==> config.mk <==
export PLATFORM = sky130hd
export DESIGN_NAME = iir_coef_loader_flat
export DESIGN_NICKNAME = d
export VERILOG_FILES = /design/src/rtl/iir_coef_loader_if.sv /design/src/rtl/iir_coef_loader.sv /design/src/flat_wrapper.sv
export SDC_FILE = /design/constraint.sdc
export NUM_CORES = 1
export LEC_CHECK = 0
export ABC_AREA = 0
export BUFFER_PORTS_ARGS = -buffer_cell sky130_fd_sc_hd__buf_4
export CAP_MARGIN = 30
export CORE_MARGIN = 2
export CORE_UTILIZATION = 40
export CTS_BUF_LIST = sky130_fd_sc_hd__clkbuf_8
export CTS_CLUSTER_SIZE = 20
export DETAILED_ROUTE_END_ITERATION = 6
export SYNTH_ARGS = -nofsm -noshare
export SYNTH_HDL_FRONTEND = slang
export SYNTH_SLANG_ARGS = --single-unit
==> constraint.sdc <==
create_clock -name CLK -period 10.8 [get_ports CLK]
set_clock_uncertainty 0.15 [all_clocks]
set_input_delay 1.08 -clock CLK [delete_from_list [all_inputs] [get_ports CLK]]
set_output_delay 1.08 -clock CLK [all_outputs]
set_load 0.005 [all_outputs]
==> src/rtl/iir_coef_loader_if.sv <==
// Config and coefficient bundle between the host-side driver and the loader.
// Carries the word handshake plus the active coefficient buses and status strobes.
// The loader uses the slave view; the host/bench uses the master view.
interface iir_coef_loader_if #(
    parameter int N_SOS = 3,
    parameter int W     = 16
);
    logic               cfg_valid;
    logic               cfg_ready;
    logic [W-1:0]       cfg_data;
    logic               cfg_last;
    logic               cfg_abort;
    logic [N_SOS*W-1:0] b0_bus;
    logic [N_SOS*W-1:0] b1_bus;
    logic [N_SOS*W-1:0] b2_bus;
    logic [N_SOS*W-1:0] a1_bus;
    logic [N_SOS*W-1:0] a2_bus;
    logic               filt_rst;
    logic               busy;
    logic               done;
    logic               err;

    modport master (
        output cfg_valid, cfg_data, cfg_last, cfg_abort,
        input  cfg_ready, b0_bus, b1_bus, b2_bus, a1_bus, a2_bus,
        input  filt_rst, busy, done, err
    );

    modport slave (
        input  cfg_valid, cfg_data, cfg_last, cfg_abort,
        output cfg_ready, b0_bus, b1_bus, b2_bus, a1_bus, a2_bus,
        output filt_rst, busy, done, err
    );
endinterface

==> src/rtl/iir_coef_loader.sv <==
// Collects a 5*N_SOS word Q2.14 coefficient frame into a shadow bank and applies it atomically.
// Active buses update one edge after the final accept; filt_rst then holds FLUSH_CYC cycles.
// cfg_ready is high in IDLE/LOAD and low during APPLY/FLUSH; words offered then wait.
module iir_coef_loader #(
    parameter int N_SOS     = 3,
    parameter int W         = 16,
    parameter int FLUSH_CYC = 2
) (
    input  logic CLK,
    input  logic RST,
    iir_coef_loader_if.slave cfg
);
    localparam int SEC_W = (N_SOS > 1) ? $clog2(N_SOS) : 1;
    localparam int CNT_W = (FLUSH_CYC > 1) ? $clog2(FLUSH_CYC) : 1;
    localparam logic [W-1:0] UNITY = W'(1 << (W - 2));

    localparam logic [1:0] S_IDLE  = 2'd0;
    localparam logic [1:0] S_LOAD  = 2'd1;
    localparam logic [1:0] S_APPLY = 2'd2;
    localparam logic [1:0] S_FLUSH = 2'd3;

    logic [1:0]       state;
    logic [2:0]       word_idx;
    logic [SEC_W-1:0] sec_idx;
    logic [CNT_W-1:0] flush_cnt;
    logic             filt_rst_r;
    logic             done_r;
    logic             err_r;

    // Per section: index 0..4 = b0, b1, b2, a1, a2.
    logic [W-1:0] shadow [N_SOS][5];
    logic [W-1:0] active [N_SOS][5];

    logic accept;
    logic at_final;

    assign cfg.cfg_ready = (state == S_IDLE) || (state == S_LOAD);
    assign cfg.busy      = (state != S_IDLE);
    assign accept        = cfg.cfg_valid & cfg.cfg_ready;
    assign at_final      = (sec_idx == SEC_W'(N_SOS - 1)) && (word_idx == 3'd4);

    // Frame sequencing, shadow capture, atomic apply and flush timing.
    always_ff @(posedge CLK) begin
        if (RST) begin
            state      <= S_IDLE;
            word_idx   <= '0;
            sec_idx    <= '0;
            flush_cnt  <= '0;
            filt_rst_r <= 1'b0;
            done_r     <= 1'b0;
            err_r      <= 1'b0;
            for (int k = 0; k < N_SOS; k++) begin
                for (int c = 0; c < 5; c++) begin
                    shadow[k][c] <= (c == 0) ? UNITY : '0;
                    active[k][c] <= (c == 0) ? UNITY : '0;
                end
            end
        end else begin
            done_r <= 1'b0;
            err_r  <= 1'b0;
            case (state)
                S_IDLE, S_LOAD: begin
                    if (cfg.cfg_abort) begin
                        // Abort wins over a word offered in the same cycle.
                        state    <= S_IDLE;
                        word_idx <= '0;
                        sec_idx  <= '0;
                    end else if (accept) begin
                        shadow[sec_idx][word_idx] <= cfg.cfg_data;
                        if (at_final && cfg.cfg_last) begin
                            state    <= S_APPLY;
                            word_idx <= '0;
                            sec_idx  <= '0;
                        end else if (at_final || cfg.cfg_last) begin
                            // Misplaced or missing last: drop the frame, active untouched.
                            err_r    <= 1'b1;
                            state    <= S_IDLE;
                            word_idx <= '0;
                            sec_idx  <= '0;
                        end else begin
                            state <= S_LOAD;
                            if (word_idx == 3'd4) begin
                                word_idx <= '0;
                                sec_idx  <= sec_idx + SEC_W'(1);
                            end else begin
                                word_idx <= word_idx + 3'd1;
                            end
                        end
                    end
                end
                S_APPLY: begin
                    for (int k = 0; k < N_SOS; k++) begin
                        for (int c = 0; c < 5; c++) begin
                            active[k][c] <= shadow[k][c];
                        end
                    end
                    filt_rst_r <= 1'b1;
                    flush_cnt  <= '0;
                    state      <= S_FLUSH;
                end
                S_FLUSH: begin
                    if (flush_cnt == CNT_W'(FLUSH_CYC - 1)) begin
                        filt_rst_r <= 1'b0;
                        done_r     <= 1'b1;
                        state      <= S_IDLE;
                    end else begin
                        flush_cnt <= flush_cnt + CNT_W'(1);
                    end
                end
                default: state <= S_IDLE;
            endcase
        end
    end

    logic [N_SOS*W-1:0] b0_v, b1_v, b2_v, a1_v, a2_v;

    // Flatten the active bank onto the per-coefficient buses, section k at [k*W +: W].
    always_comb begin
        b0_v = '0;
        b1_v = '0;
        b2_v = '0;
        a1_v = '0;
        a2_v = '0;
        for (int k = 0; k < N_SOS; k++) begin
            b0_v[k*W +: W] = active[k][0];
            b1_v[k*W +: W] = active[k][1];
            b2_v[k*W +: W] = active[k][2];
            a1_v[k*W +: W] = active[k][3];
            a2_v[k*W +: W] = active[k][4];
        end
    end

    assign cfg.b0_bus   = b0_v;
    assign cfg.b1_bus   = b1_v;
    assign cfg.b2_bus   = b2_v;
    assign cfg.a1_bus   = a1_v;
    assign cfg.a2_bus   = a2_v;
    assign cfg.filt_rst = filt_rst_r;
    assign cfg.done     = done_r;
    assign cfg.err      = err_r;
endmodule

==> src/flat_wrapper.sv <==
// flat-port wrapper written by rule: the top's interface ports become plain ports
module iir_coef_loader_flat 
#(
    parameter int N_SOS     = 3,
    parameter int W         = 16,
    parameter int FLUSH_CYC = 2
)
  (CLK, RST, cfg_cfg_valid, cfg_cfg_data, cfg_cfg_last, cfg_cfg_abort, cfg_cfg_ready, cfg_b0_bus, cfg_b1_bus, cfg_b2_bus, cfg_a1_bus, cfg_a2_bus, cfg_filt_rst, cfg_busy, cfg_done, cfg_err);
  iir_coef_loader_if #(.N_SOS(N_SOS), .W(W)) cfg_i ();
  input  logic CLK;
  input  logic RST;
  input wire logic [$bits(cfg_i.cfg_valid)-1:0] cfg_cfg_valid;
  input wire logic [$bits(cfg_i.cfg_data)-1:0] cfg_cfg_data;
  input wire logic [$bits(cfg_i.cfg_last)-1:0] cfg_cfg_last;
  input wire logic [$bits(cfg_i.cfg_abort)-1:0] cfg_cfg_abort;
  output wire logic [$bits(cfg_i.cfg_ready)-1:0] cfg_cfg_ready;
  output wire logic [$bits(cfg_i.b0_bus)-1:0] cfg_b0_bus;
  output wire logic [$bits(cfg_i.b1_bus)-1:0] cfg_b1_bus;
  output wire logic [$bits(cfg_i.b2_bus)-1:0] cfg_b2_bus;
  output wire logic [$bits(cfg_i.a1_bus)-1:0] cfg_a1_bus;
  output wire logic [$bits(cfg_i.a2_bus)-1:0] cfg_a2_bus;
  output wire logic [$bits(cfg_i.filt_rst)-1:0] cfg_filt_rst;
  output wire logic [$bits(cfg_i.busy)-1:0] cfg_busy;
  output wire logic [$bits(cfg_i.done)-1:0] cfg_done;
  output wire logic [$bits(cfg_i.err)-1:0] cfg_err;
  assign cfg_i.cfg_valid = cfg_cfg_valid;
  assign cfg_i.cfg_data = cfg_cfg_data;
  assign cfg_i.cfg_last = cfg_cfg_last;
  assign cfg_i.cfg_abort = cfg_cfg_abort;
  assign cfg_cfg_ready = cfg_i.cfg_ready;
  assign cfg_b0_bus = cfg_i.b0_bus;
  assign cfg_b1_bus = cfg_i.b1_bus;
  assign cfg_b2_bus = cfg_i.b2_bus;
  assign cfg_a1_bus = cfg_i.a1_bus;
  assign cfg_a2_bus = cfg_i.a2_bus;
  assign cfg_filt_rst = cfg_i.filt_rst;
  assign cfg_busy = cfg_i.busy;
  assign cfg_done = cfg_i.done;
  assign cfg_err = cfg_i.err;
  iir_coef_loader #(.N_SOS(N_SOS), .W(W), .FLUSH_CYC(FLUSH_CYC)) u_core (.CLK(CLK), .RST(RST), .cfg(cfg_i));
endmodule
== Yosys cells after proc, flatten, opt, wreduce, memory -nomap -nowiden ==
Memory sizes are Yosys's and may differ from the RTL's.
Cells that the tools add are included.
Storage, ports and cells
  register bits: 11
  bits in writable memories: 480
  bits of input ports: 21
  latch bits: 0
  bits in read-only memories: 0
  output and inout bits: 245
  memories: 2
  logic and storage cells: 111
Memories
  u_core.active: depth 3, width 80, read ports 3, clocked after Yosys merged registers in 0, wr ports 3, line iir_coef_loader.sv:32  | logic [W-1:0] active [N_SOS][5];
  u_core.shadow: depth 3, width 80, read ports 3, clocked after Yosys merged registers in 0, wr ports 3, line iir_coef_loader.sv:31  | logic [W-1:0] shadow [N_SOS][5];
Operators by class
  shifts and indexed selects: 0
  reduce and logical (&&, ||, !) cells: 18
  add/sub/neg operators: 3
  $mul: 0
  order comparisons: 2
  equal/unequal tests: 7
  bitwise operators: 20
  div/mod/pow operators: 0
  multiplexer cells: 52
Operators by type and width (count)
  $mux 16: 16
  $mux 80: 3
  $reduce_or 80->1: 1
  $demux 16 s3: 1
  $mux 2: 10
  $mux 3: 5
  $or 1x1->1: 15
  $mux 1: 14
  $eq 2x2->1 const B: 3
  $pmux 2 s3: 1
  $reduce_and 2->1: 3
  $reduce_bool 2->1: 3
  $reduce_or 5->1: 1
  $ge 4x4->1 const B: 1
  $lt 4x1->1 const B: 1
  $not 3->4: 1
  $pmux 1 s2: 2
  $reduce_bool 4->1: 1
  $reduce_or 2->1: 2
  $add 3x1->3 const B: 1
  $eq 3x3->1 const B: 1
  $logic_and 1x1->1: 3
  $ne 3x2->1 const B: 1
  $not 1->1: 3
  8 further kinds: 9

== Depth between registers and ports, before layout ==
Gate-level depths: netlist of run 1.
  depth in word-level cells: 10
  depth in mapped cells: 7
  depth with buffers taken out: 5

== Least setup slack after synthesis of run 1 ==
OpenSTA, ideal clock, no wires.
  kind: input port to flip-flop
  start: input RST
  end: memory u_core.active[0][0] in the netlist's numbering, enable pin
  data arrival time: 5.313 ns
  setup slack: 3.476 ns
  stages on the path: 3
  setup time: 1.862 ns
  data required time: 8.788 ns
  path buffers: 1
  cell sequence: inv_1 > clkbuf_1 > nand2_1
RTL lines
  start, declared: line flat_wrapper.sv:11  | input logic RST;
  end, declared: line iir_coef_loader.sv:32

==> results of run 1 <==
==> Yosys cell counts (3+ instances only) <==
cell type	instances	area [µm²]
sky130_fd_sc_hd__nor2_1	56	210.2
sky130_fd_sc_hd__buf_2	11	55.05
sky130_fd_sc_hd__nor3_2	3	30.03
sky130_fd_sc_hd__ha_1	3	37.54
sky130_fd_sc_hd__or3b_2	3	26.28
sky130_fd_sc_hd__a21oi_1	5	25.02
sky130_fd_sc_hd__and3_1	253	1583
sky130_fd_sc_hd__clkbuf_1	62	232.7
sky130_fd_sc_hd__or3_1	3	18.77
sky130_fd_sc_hd__nor3_4	5	81.33
sky130_fd_sc_hd__o21ai_1	6	30.03
sky130_fd_sc_hd__inv_1	6	22.52
sky130_fd_sc_hd__or2_1	3	18.77
sky130_fd_sc_hd__nand2_1	22	82.58
sky130_fd_sc_hd__and2_1	128	800.8
sky130_fd_sc_hd__dfxtp_1	11	220.2
sky130_fd_sc_hd__o21ai_0	3	15.01
sky130_fd_sc_hd__buf_6	8	90.09
sky130_fd_sc_hd__nand2b_1	3	18.77
sky130_fd_sc_hd__edfxtp_1	480	14410
sky130_fd_sc_hd__or2_2	5	31.28
sky130_fd_sc_hd__a21o_1	4	30.03
==> cell families after synthesis <==
| group | Yosys count | share of synthesized area (%) |
|---|---|---|
| buffers and inverters | 87 | 2.188 |
| flip-flops | 491 | 79.99 |
| AND/OR/NAND/NOR | 497 | 16.41 |
| XOR/XNOR | 1 | 0.04788 |
| adder cells (fa/ha/maj) | 3 | 0.2052 |
| AO/OA/AOI/OAI | 30 | 1.163 |
==> worst min-delay path by stage <==
stage                         from             endpoint  slack [ns]  depth (start not counted)
6_report       u_core.cfg.filt_rst  u_core.cfg.filt_rst        0.37                          2
5_1_grt        u_core.cfg.filt_rst  u_core.cfg.filt_rst        0.39                          2
4_1_cts        u_core.cfg.filt_rst  u_core.cfg.filt_rst        0.37                          2
3_5_place_dp   u_core.cfg.filt_rst  u_core.cfg.filt_rst        0.35                          2
3_3_place_gp      u_core.flush_cnt      u_core.state[0]        0.35                          1
2_1_floorplan     u_core.flush_cnt      u_core.cfg.done        0.32                          2
==> cell type report <==
cell class                      count  area (µm²)  area share, %
Antenna cell                        6       15.01        0.06742
Inverter                            6       27.53         0.1236
Multi-Input combinational cell    531        3304          14.84
Clock buffer                       80        1101          4.944
Timing Repair Buffer              276        2132          9.574
Sequential cell                   491       14630          65.71
Tap cell                          600       750.7          3.371
Clock inverter                     55       304.0          1.365
==> metrics by stage <==
step / area, µm² / utilization, %
after CTS: 22200 / 49.02
after global placement: 20770 / 45.86
final: 22270 / 49.18
after global routing: 22250 / 49.14
after detailed placement: 20790 / 45.92
after floorplan: 18300 / -
==> report_power, final <==
part	internal (µW)	total [µW]	switching, µW
clock network	740	1460	715
registers	2150	2180	24.4
logic	52.1	153	101
total	2950	3790	841
==> metal layers <==
| metal | global-route usage, % | vias up |
|---|---|---|
| met4 | 6.599 | 0 |
| met2 | 29.14 | 400 |
| met1 | 26.44 | 5020 |
| met3 | 3.766 | 64 |
| met5 | 0 | - |
| li1 | - | 4688 |
==> critical path, cell delays in order <==
cell                      delay (ns)
sky130_fd_sc_hd__buf_4          0.20
sky130_fd_sc_hd__or4b_4         0.69
sky130_fd_sc_hd__or2_1          0.55
sky130_fd_sc_hd__o21ai_2        0.85
==> flip-flops by register name, summed over array words and instances, names as in the netlist <==
| name | flops |
|---|---|
| u_core.sec_idx | 2 |
| u_core.shadow | 240 |
| u_core.flush_cnt | 1 |
| u_core.cfg.err | 1 |
| u_core.cfg.done | 1 |
| u_core.cfg.filt_rst | 1 |
| u_core.active | 240 |
| u_core.state | 2 |
| u_core.word_idx | 3 |
==> results.txt, run 1 <==
----------------------------------------------------
[Route]
  Ratio of routed vias to standard cells ... 4.974
  Met2 WL post-DR ... 21300 µm
  Initial DRC count ... 874
  DR WL/cell ... 21.86 µm
  Total Wirelength ... 44700 µm
  Post-route met1 wirelength ... 18870 µm
  DR top layer ... met4
  Routed met3 length ... 3532 µm
  Post-route antenna net violation count ... 0
  Number of iterations in the first detailed-routing pass ... 5
  Routed vias ... 10170
  DRC violations left ... 0

[Power]
  Max rail drop VDD ... 67.69 µV
  Power density of the placed cells ... 170.0 nW/µm²
  Static leakage ... 0.009487 µW
  Total Power Consumption ... 3787 µW

[STA]
  Setup repair after global routing missed its margin ... false
  Post-route setup slack ... 7.502 ns
  Worst hold-check slack ... 0.3719 ns
  Normalized max-slew margin ... 33.52%
  Number of pins with negative max-slew slack in the final report ... 0
  Final Cycle Share ... 30.54%
  Final Critical Period ... 3.298 ns
  Hold Violations, Final ... 0
  Least-Margin Pin Slew ... 0.9973 ns
  Total of endpoints with negative setup slack in the final report ... 0
  Setup TNS ... 0 ns
  Peak clock frequency supported by timing ... 303.2 MHz

[Global routing]
  Largest net degree at the start of global routing ... 147
  Wire length of the first global-routing pass ... 65240 µm
  Global-route congestion overflow total ... 0
  Global router's overall resource usage ... 18.77%
  Initial antenna violation count ... 6
  Via count of the first global-routing pass ... 10190

[Worst setup path]
  Cell count of the worst reg-to-reg path ... 3
  Peak fanout along the critical path ... 21
  End point of the critical path ... u_core.shadow[0][50]
  Category of the most critical setup path ... in2reg
  Worst flop-to-flop path endpoint ... u_core.shadow[0][50]
  Reg-to-reg slack, setup ... 7.64 ns
  Worst setup path startpoint ... RST
  Launch point of the worst reg-to-reg path ... u_core.state[1]
  Critical path arrival ... 3.40 ns
  Critical path launch point type ... input pin
  CP endpoint kind ... flop
  Crit path required time ... 10.90 ns

[Placement]
  DP Worst Slack ... 6.804 ns
  Half-perimeter wire length after placement ... 27190 µm
  Count of input and output buffers ... 265
  Number of placed cells counting well taps ... 1902
  Routability Congestion ... 0.7889

[Floorplanning]
  Floorplan row count ... 78
  Core area ... 45280 µm²
  Die Y-Extent ... 217.9 µm
  IO Pins ... 266
  Die area ... 47470 µm²
  Initial cell density of the core ... 40.40%
  Die width ... 217.9 µm

[Final layout]
  Layout overhead on the synthesized area ... 21.72%
  Net count reported at finish ... 1407
  Share of layout cells above drive strength 1 ... 27.73%
  Most common cell after layout, fill and taps aside ... sky130_fd_sc_hd__edfxtp_1
  Number of non-filler instances in the completed layout ... 2045
  Most frequent cells in the layout ... sky130_fd_sc_hd__edfxtp_1 (480), sky130_fd_sc_hd__buf_4 (273), sky130_fd_sc_hd__and3_1 (253), sky130_fd_sc_hd__and2_1 (128), sky130_fd_sc_hd__clkbuf_8 (80)
  Filler instances ... 3914

[Logic synthesis]
  Yosys warning total ... 0
  Count of flip-flops with a built-in enable after synthesis ... 480
  Synthesized area divided by synthesized cell count ... 16.50 µm²
  Async SR Flop Fraction ... 0%
  Fraction of the yosys area taken by sequential cells ... 79.99%
  Syn_nets ... 1133
  Synthesized flop and latch total ... 491
  Most frequently used flop master after synthesis ... sky130_fd_sc_hd__edfxtp_1
  Synth Instances ... 1109
  Cell area after technology mapping ... 18300 µm²
  Count of cell types in the netlist ... 42

[Clock network]
  Number of clock sinks ... 491
  Buffer count from post-CTS setup fixing ... 0
  Worst-skew pair later-pin latency ... 0.63 ns
  Number of buffers inserted for hold repair after clock tree synthesis ... 0
  Buffer depth of the longest clock path ... 3
  PostCTS Resize Cnt ... 0
  CTS buffer count ... 77
  CTS Root Buffer Type ... sky130_fd_sc_hd__clkbuf_8
  Clock slew at the register clock pins of the worst setup and hold paths ... 0.06 ns
  Clock tree from TritonCTS ... done
  H-tree levels ... 3

[Hold path]
  Path type of the worst min-delay path ... reg2reg

[Run]
  Max-cap viol count ... 0

[Run status]
  Outcome ... finished clean

----------------------------------------------------
No activity file was read; power rests on OpenSTA's default activity.
==> run 2: changes to the inputs <==
Clock period 10.8 ns to 3.4 ns, I/O delays scaled along.
==> run 2 against run 1 <==
Against the previous run:
- total power increased to 3.1 times the previous value
- critical path depth unchanged
- largest power group unchanged
- critical path type is now reg2reg
- worst hold slack got worse by 0.32 ns
- sequential cell count unchanged
- die area unchanged
- clock-buffer cell count unchanged
- global-route usage decreased by 0.38 points
==> results.txt, run 2 (synthesized netlist as in run 1, its figures left out) <==
----------------------------------------------------
[Worst setup path]
  Peak fanout along the critical path ... 18
  Slowest cell delay on critical path ... 0.77 ns
  Crit path max-delay cell type ... sky130_fd_sc_hd__or4b_4
  Category of the most critical setup path ... reg2reg
  Logic depth of the worst setup path including buffers ... 4
  Cell count of the worst reg-to-reg path ... 4
  CP endpoint kind ... flop
  Crit path required time ... 3.54 ns
  Buffering stage count on the worst path with inverters included ... 1
  Launch point of the worst reg-to-reg path ... u_core.state[1]
  Critical path launch point type ... flop
  Reg-to-reg slack, setup ... 0.59 ns
  Worst flop-to-flop path endpoint ... u_core.shadow[0][8]
  Critical path arrival ... 2.95 ns
  Cell family with the largest share of critical-path delay ... simple AND/OR/NAND/NOR gates
  Worst path cell trace ... or4b_4 > or2_1 > o21ai_1 > buf_4

[Clock network]
  Clock tree from TritonCTS ... done
  CTS buffer count ... 77
  Buffer count from post-CTS setup fixing ... 0
  Worst-skew pair later-pin latency ... 0.63 ns
  H-tree levels ... 3
  CTS Root Buffer Type ... sky130_fd_sc_hd__clkbuf_8
  Buffer depth of the longest clock path ... 3
  Clock slew at the register clock pins of the worst setup and hold paths ... 0.07 ns
  Number of clock sinks ... 491

[STA]
  Setup repair after global routing missed its margin ... false
  Hold Violations, Final ... 0
  Peak clock frequency supported by timing ... 356.0 MHz
  Post-route setup slack ... 0.5914 ns
  Final Critical Period ... 2.809 ns
  Number of pins with negative max-slew slack in the final report ... 0
  Setup TNS ... 0 ns
  Normalized max-slew margin ... 38.84%
  Least-Margin Pin Slew ... 0.9174 ns
  Worst hold-check slack ... 0.05021 ns
  Total of endpoints with negative setup slack in the final report ... 0
  Final Cycle Share ... 82.61%

[Run]
  Max-cap viol count ... 0

[Route]
  Initial DRC count ... 860
  Routed vias ... 10200
  DR WL/cell ... 21.46 µm
  DRC violations left ... 0
  Post-route antenna net violation count ... 0
  Total Wirelength ... 43930 µm
  Ratio of routed vias to standard cells ... 4.982
  Number of iterations in the first detailed-routing pass ... 4

[Floorplanning]
  Die Y-Extent ... 217.9 µm
  Initial cell density of the core ... 40.40%
  Die area ... 47470 µm²
  IO Pins ... 266
  Die width ... 217.9 µm
  Core area ... 45280 µm²
  Floorplan row count ... 78

[Placement]
  Routability Congestion ... 0.8035
  Half-perimeter wire length after placement ... 26960 µm
  Count of input and output buffers ... 265
  DP Worst Slack ... 0.5980 ns

[Power]
  Max rail drop VDD ... 234.5 µV
  Power density of the placed cells ... 531.8 nW/µm²
  Portion of total power attributed to sequential cells ... 58.3%
  NetSw ... 2597 µW
  Internal power consumption ... 9260 µW
  Switching Fraction ... 21.90%
  Comb pwr share ... 4.2%
  Static leakage ... 0.009514 µW
  Total Power Consumption ... 11860 µW
  Portion of total power attributed to the clock network ... 37.4%

[Hold path]
  Worst Hold End ... u_core.word_idx[2]
  Path type of the worst min-delay path ... in2reg
  Hold path startpoint ... RST
  Instance count along the most critical hold path ... 3

[Global routing]
  Largest net degree at the start of global routing ... 172
  Global router's overall resource usage ... 18.39%
  Wire length of the first global-routing pass ... 63830 µm
  Via count of the first global-routing pass ... 10090
  Global-route congestion overflow total ... 0
  Initial antenna violation count ... 0

[Run status]
  Outcome ... finished clean

[Final layout]
  Filler instances ... 3941
  Net count reported at finish ... 1420
  Most common cell after layout, fill and taps aside ... sky130_fd_sc_hd__edfxtp_1
  Largest registers in the final layout ... u_core.active (240), u_core.shadow (240), u_core.word_idx (3)
  Share of layout cells above drive strength 1 ... 27.94%
  Layout overhead on the synthesized area ... 21.86%
  Most frequent cells in the layout ... sky130_fd_sc_hd__edfxtp_1 (480), sky130_fd_sc_hd__buf_4 (281), sky130_fd_sc_hd__and3_1 (253), sky130_fd_sc_hd__and2_1 (128), sky130_fd_sc_hd__clkbuf_8 (80)

----------------------------------------------------
run 2: changes by cell type in the layout (fill, tap and decap cells not counted), sizes merged:
cell	previous run	this run
clkinvlp	1	2
diode	6	1
bufinv	2	1
inv	35	33
buf	276	285
clkinv	23	19
dlygate4sd3	0	4
run 2: cell type report:
class	count	area (µm²)	share of cell area, %
sequential	491	14630	65.64
timing repair buffer	289	2230	10.00
tap	600	750.7	3.367
multi-input combinational	531	3313	14.86
clock buffer	80	1101	4.939
antenna	1	2.502	0.01122
clock inverter	49	236.5	1.061
inverter	6	27.53	0.1235
run 2: power by group through the flow:
| stage | clock network, µW | logic [µW] | registers, µW |
|---|---|---|---|
| after floorplan | 0 | 168 | 7030 |
| after global placement | 0 | 499 | 7040 |
| after detailed placement | 0 | 506 | 7040 |
| after CTS | 4560 | 511 | 6920 |
| after global routing | 4820 | 542 | 6930 |
| final | 4440 | 503 | 6920 |
run 2: per-stage QoR:
step	util, %	instance area, µm²	std cells
global route	49.23	22290	2046
floorplan	-	18300	1109
CTS	49.23	22290	2046
global placement	46.19	20920	1913
finish	49.23	22300	2047
detailed placement	46.19	20920	1913
run 2: tightest hold or removal path, delay by kind of cell:
| kind | cells | cell delay (ns) |
|---|---|---|
| AO/OA/AOI/OAI | 1 | 0.07 |
| buffers and inverters | 2 | 0.37 |
run 2: worst max path at each step:
stage	from	endpoint	slack (ns)
2_1_floorplan	cfg_cfg_abort	u_core.shadow[2][32]	0.26
3_3_place_gp	cfg_cfg_abort	u_core.shadow[0][16]	0.60
3_5_place_dp	cfg_cfg_abort	u_core.shadow[0][16]	0.60
4_1_cts	u_core.state[1]	u_core.shadow[0][17]	0.59
5_1_grt	u_core.state[1]	u_core.shadow[0][15]	0.45
6_report	u_core.state[1]	u_core.shadow[0][8]	0.59
run 2: metal layers:
metal,track usage (%),up-vias,part of all wire (%)
met2,28.04,394,46
li1,-,4691,-
met5,0,-,0
met3,4.170,39,7.3
met4,5.737,0,1.7
met1,26.33,5075,45
run 2: timing repair:
action | in CTS | in global routing
hold buffers | 4 | 0
hold endpoints to repair | 8 | 0
gates resized for setup | 0 | 0
